### config.mk
export PLATFORM = sky130hd
export DESIGN_NAME = spi_sensor_responder
export DESIGN_NICKNAME = d
export VERILOG_FILES = /design/src/rtl/spi_sensor_responder_pkg.sv /design/src/rtl/spi_sensor_responder_sync_2ff.sv /design/src/rtl/spi_sensor_responder.sv
export SDC_FILE = /design/constraint.sdc
export NUM_CORES = 1
export LEC_CHECK = 0
export CAP_MARGIN = 30
export CORE_UTILIZATION = 57
export DETAILED_ROUTE_END_ITERATION = 10
export GPL_TIMING_DRIVEN = 0
export PLACE_DENSITY = 0.84
export SETUP_SLACK_MARGIN = 0.2
export SLEW_MARGIN = 5
export SYNTH_ARGS = -nofsm -noshare
export SYNTH_HDL_FRONTEND = slang
export SYNTH_SLANG_ARGS = --single-unit
### constraint.sdc
create_clock -name i_clk -period 4.7 [get_ports i_clk]
set_input_delay 0.47 -clock i_clk [delete_from_list [all_inputs] [get_ports i_clk]]
set_output_delay 0.47 -clock i_clk [all_outputs]
set_load 0.005 [all_outputs]
### src/rtl/spi_sensor_responder_pkg.sv
// Shared types and default geometry for the SPI light-sensor responder.
package spi_resp_pkg;

    typedef enum logic [1:0] {
        IDLE   = 2'd0,
        ARMED  = 2'd1,
        ACTIVE = 2'd2
    } resp_state_t;

    localparam int FRAME_W_DEF    = 16;
    localparam int DATA_W_DEF     = 8;
    localparam int LEAD_ZEROS_DEF = 3;
    localparam int CNT_W_DEF      = $clog2(FRAME_W_DEF + 1);

endpackage

### src/rtl/spi_sensor_responder_sync_2ff.sv
// Single-bit two-stage synchronizer for the SPI pins, cleared by synchronous reset.
module sync_2ff (
    input  logic i_clk,
    input  logic rst,
    input  logic d_i,
    output logic q_o
);

    logic meta_q;

    always_ff @(posedge i_clk) begin
        if (rst) begin
            meta_q <= 1'b0;
            q_o    <= 1'b0;
        end else begin
            meta_q <= d_i;
            q_o    <= meta_q;
        end
    end

endmodule

### src/rtl/spi_sensor_responder.sv
// Mode-0 SPI responder: serves a 16-bit frame carrying the held light sample on MISO
// and captures MOSI, oversampled on i_clk.
//
// state  | meaning
// IDLE   | after reset, waiting to see CS high
// ARMED  | CS high, next CS fall starts a frame
// ACTIVE | frame in progress, shifting on SCLK edges
module spi_sensor_responder
    import spi_resp_pkg::*;
#(
    parameter int LEAD_ZEROS = LEAD_ZEROS_DEF,
    parameter int DATA_W     = DATA_W_DEF,
    parameter int FRAME_W    = FRAME_W_DEF
) (
    input  logic               i_clk,
    input  logic               rst,
    input  logic               i_spi_clk,
    input  logic               i_spi_mosi,
    input  logic               i_cs_n,
    output logic               o_spi_miso,
    input  logic [DATA_W-1:0]  i_sample,
    input  logic               i_sample_valid,
    output logic               o_busy,
    output logic [FRAME_W-1:0] o_rx_data,
    output logic               o_rx_valid,
    output logic               o_abort,
    output logic [7:0]         o_frame_cnt
);

    localparam int CNT_W  = $clog2(FRAME_W + 1);
    localparam int FILL_W = FRAME_W - LEAD_ZEROS - DATA_W;
    localparam logic [CNT_W-1:0] CNT_FULL = CNT_W'(FRAME_W);

    logic sclk_s, mosi_s, cs_n_s;

    sync_2ff u_sync_sclk (.i_clk(i_clk), .rst(rst), .d_i(i_spi_clk),  .q_o(sclk_s));
    sync_2ff u_sync_mosi (.i_clk(i_clk), .rst(rst), .d_i(i_spi_mosi), .q_o(mosi_s));
    sync_2ff u_sync_cs   (.i_clk(i_clk), .rst(rst), .d_i(i_cs_n),     .q_o(cs_n_s));

    resp_state_t        state_q;
    logic               sclk_q, cs_n_q;
    logic [FRAME_W-1:0] tx_q, rx_q, rx_data_q;
    logic [CNT_W-1:0]   cnt_q;
    logic [DATA_W-1:0]  held_q;
    logic               rx_valid_q, abort_q;
    logic [7:0]         frame_cnt_q;

    logic               sclk_rise, sclk_fall, cs_rise, cs_fall;
    logic [DATA_W-1:0]  sample_d;
    logic [FRAME_W-1:0] tx_load_d;

    assign sclk_rise = sclk_s & ~sclk_q;
    assign sclk_fall = ~sclk_s & sclk_q;
    assign cs_rise   = cs_n_s & ~cs_n_q;
    assign cs_fall   = ~cs_n_s & cs_n_q;

    // A sample arriving on the same cycle as the frame start goes straight into the frame.
    assign sample_d  = i_sample_valid ? i_sample : held_q;
    assign tx_load_d = FRAME_W'(sample_d) << FILL_W;

    always_ff @(posedge i_clk) begin
        if (rst) begin
            state_q     <= IDLE;
            sclk_q      <= 1'b0;
            cs_n_q      <= 1'b0;
            tx_q        <= '0;
            rx_q        <= '0;
            rx_data_q   <= '0;
            cnt_q       <= '0;
            held_q      <= '0;
            rx_valid_q  <= 1'b0;
            abort_q     <= 1'b0;
            frame_cnt_q <= '0;
        end else begin
            sclk_q     <= sclk_s;
            cs_n_q     <= cs_n_s;
            rx_valid_q <= 1'b0;
            abort_q    <= 1'b0;
            if (i_sample_valid) begin
                held_q <= i_sample;
            end
            case (state_q)
                IDLE: begin
                    if (cs_n_s) begin
                        state_q <= ARMED;
                    end
                end
                ARMED: begin
                    if (cs_fall) begin
                        tx_q    <= tx_load_d;
                        rx_q    <= '0;
                        cnt_q   <= '0;
                        state_q <= ACTIVE;
                    end
                end
                ACTIVE: begin
                    // CS release wins over any SCLK edge seen in the same cycle.
                    if (cs_rise) begin
                        if (cnt_q == CNT_FULL) begin
                            rx_data_q   <= rx_q;
                            rx_valid_q  <= 1'b1;
                            frame_cnt_q <= frame_cnt_q + 8'd1;
                        end else begin
                            abort_q <= 1'b1;
                        end
                        state_q <= ARMED;
                    end else begin
                        if (sclk_rise && (cnt_q != CNT_FULL)) begin
                            rx_q  <= {rx_q[FRAME_W-2:0], mosi_s};
                            cnt_q <= cnt_q + CNT_W'(1);
                        end
                        if (sclk_fall) begin
                            tx_q <= {tx_q[FRAME_W-2:0], 1'b0};
                        end
                    end
                end
                default: state_q <= IDLE;
            endcase
        end
    end

    assign o_spi_miso  = (state_q == ACTIVE) & tx_q[FRAME_W-1];
    assign o_busy      = (state_q == ACTIVE);
    assign o_rx_data   = rx_data_q;
    assign o_rx_valid  = rx_valid_q;
    assign o_abort     = abort_q;
    assign o_frame_cnt = frame_cnt_q;

endmodule

==> key figures <==
Global routing
  • Initial antenna violation count: 0
  • Largest net degree at the start of global routing: 13
  • First-pass GRT wire length: 9190 µm
  • Vias in the first global route: between 2000 and 2500
  • Remaining Overflow, GRT: 0
  • Total global-route track usage: a little under a quarter

Synth
  • Synth Instances: approximately 300
  • Largest family of logic cells by synthesized area: simple AND/OR/NAND/NOR gates
  • EDFF count, synth: 0
  • Synth Net Count: roughly 310
  • Register bit total from synthesis: 76
  • Avg Cell Area, Syn: 9.46 µm²
  • Post-synthesis sequential area ratio: between 50% and 60%
  • Synth Area in Simple Gates: a little under a fifth
  • Post-Syn Area: 2810 µm²
  • Fraction of registers with async set/reset: 0%
  • Synth top area cells: dfxtp_1, nand2_1, a22o_1, a21oi_1, mux2i_1
  • Complex-gate fraction of the synthesized area: between 10% and 20%
  • Synth Area in Adders: 1.34%
  • Synth warn: 0
  • Yosys top cell area share: 54.2%
  • Ys flop type: dfxtp_1
  • Xor/xnor cell area share of the yosys netlist: 2.18%
  • Yosys cell types: 39
  • Synth area leader: dfxtp_1
  • Mux cell area share after synthesis: under 10%

Final layout
  • Synthesis-to-layout area growth: 24.0%
  • Layout cell share with drive strength beyond 1: under 10%
  • Antenna diode count: 0
  • Multi-input logic area: 1170 µm²
  • Register area: approximately 1500 µm²
  • Final #Nets: 365
  • FILL cells: 364

Power and ir drop
  • PD cells: 333 nW/µm²
  • Pleak: approximately 1.3 nW
  • Total power: between 1 and 1.5 mW
  • Max rail drop VDD: between 0.2 and 0.25 mV

Critical path
  • Slowest stage cell on the critical path: clkdlybuf4s50_1
  • Worst Setup End Kind: primary output
  • Max FO, Critical Path: 10
  • CP required: between 4 and 5 ns
  • Crit Path Class: flop to primary output
  • CP startpoint kind: flop
  • Worst Path Arrival: about 1.8 ns
  • Slowest Stage Delay on Critical Path: 0.49 ns
  • Ordered cell list for the critical path: nand2b_1, buf_2, inv_2, and2_1, clkdlybuf4s50_1

STA
  • Slew Limit Fails: 0
  • Setup TNS: 0 ns
  • Post-route minimum period: 2.30 ns
  • Maximum clock rate: between 400 and 500 MHz
  • Period utilization: 49.0%
  • Relative slew margins: roughly two thirds
  • Final Hold Fails: 0
  • Slew at the pin closest to its max-slew limit: ~0.52 ns
  • Unrepaired setup endpoints after global routing: false
  • Final Skew: 0.00856 ns
  • Final setup viols: 0

Clock network
  • Root Buffer: clkbuf_8
  • Clk_lat worst skew: 0.34 ns
  • Post-CTS Setup Bufs: 0
  • Clk slew on worst S/H paths: around 0.070 ns
  • Clock tree sinks: 76
  • Hold_buf cts: 0
  • Post_cts resized: 0
  • CTS tree: built
  • Num CTS Buffers: 9
  • CTS max path bufs: 2
  • H-tree levels: 3

Job
  • Max cap viols: 0

Routing
  • Final WL: about 5400 µm
  • DRT iter0 DRCs: around 110
  • Routed len/inst: ~13 µm
  • DRT Pass-1 Iters: 4
  • DR DRC count: 0
  • DR vias/cell: 5.26
  • Final antenna-violating net count: 0
  • Vias: about 2200

Floorplan
  • Rows: 25
  • Chip Height: just over 70 µm
  • Die Width: about 72 µm
  • Io pins: 42
  • Die area: 5210 µm²
  • Core footprint: between 4000 and 5000 µm²
  • Starting Density: 59.5%

Place
  • RD Place Congestion: 0.853
  • DP HPWL: roughly 3600 µm
  • Quantity of I/O buffers inserted on ports: 40

Run status
  • Status: completed

Worst hold path
  • Worst min-delay path category: flop to flop
-- state kept, by name (all words and copies together) (netlist names), 2 cells and up --
register / count
o_rx_data: 16
rx_q: 16
tx_q: 11
held_q: 8
o_frame_cnt: 8
cnt_q: 5
state_q: 2
-- routing by layer --
layer	GRT usage, %	vias up	share of wire [%]
met5	0	-	0
met4	6.75	0	1.1
met3	8.75	5	4.7
met2	37.8	46	48
met1	28.2	1025	46
li1	-	1132	-
-- layout by cell type (no fill, tap or decap), types with 8 or more instances in the layout --
master and count:
nor2b_1 8, a22o_1 17, clkbuf_1 11, nor2_1 20, clkbuf_8 12, a21oi_1 28
clkdlybuf4s50_1 40, nand2_1 54, mux2i_1 8, dfxtp_1 76
-- logic make-up (layout without fill, tap and decap cells) --
kind of cell,Yosys count,after routing
compound gates,67,67
xor+xnor,7,7
fa+ha+maj,3,3
buf+inv,26,82
flops,76,76
mux,9,9
simple gates,109,109
-- cell usage after synthesis, types with 2 or more instances --
library cell   n
o211ai_1       7
o21ai_0        2
nand3_1        7
buf_6          2
inv_1          6
a22o_1        17
dfxtp_1       76
nor2_1        20
buf_2          7
nand4bb_1      2
nor2b_1        8
a31oi_1        2
o311ai_0       3
ha_1           3
xnor2_1        7
mux2i_1        8
clkbuf_1      10
nand4_1        3
nor4_1         3
nor3_1         4
a21oi_1       28
nand2b_1       2
nand2_1       54
-- layout make-up --
cell class / count / share of cell area (%)
Clock buffer: 13 / 4.85
Buffer: 19 / 2.73
Sequential cell: 76 / 43.7
Clock inverter: 3 / 0.575
Timing Repair Buffer: 40 / 11.5
Inverter: 7 / 0.755
Multi-Input combinational cell: 195 / 33.5
Tap cell: 67 / 2.41
-- path summary, 6_finish.rpt --
check / slack, ns / to / startpoint / depth (start not counted)
worst max-delay path: 2.40 / o_spi_miso / state_q[0] / 5
worst max register to register: 2.76 / rx_q[2] / cnt_q[0] / 8
worst min register to register: 0.44 / u_sync_sclk.q_o / u_sync_sclk.meta_q / 1
worst min-delay path: 0.44 / u_sync_sclk.q_o / u_sync_sclk.meta_q / 1
-- power breakdown --
group          internal (mW)  switching, mW  leakage, nW
clock                  0.234          0.224       0.0917
sequential             0.651        0.00326        0.615
combinational         0.0220         0.0241        0.553
-- critical path: cells and delay by family (launching register included) --
| family | cells | cell delay [ns] |
|---|---|---|
| buffers and inverters | 3 | 0.85 |
| and+or+nand+nor | 2 | 0.30 |
| DFF | 1 | 0.34 |
-- metrics by stage --
stage               util [%]  cells  hold WS [ns]  instance area [µm²]  setup WS [ns]
detailed placement      69.7    404         0.427                 3290           2.45
global placement        69.7    404         0.420                 3290           2.51
floorplan                  -    297         0.414                 2810           2.91
CTS                     73.7    420         0.453                 3480           2.37
global route            73.7    420         0.471                 3480           2.30
finish                  73.7    420         0.443                 3480           2.40
No activity file was read; power rests on OpenSTA's default activity.
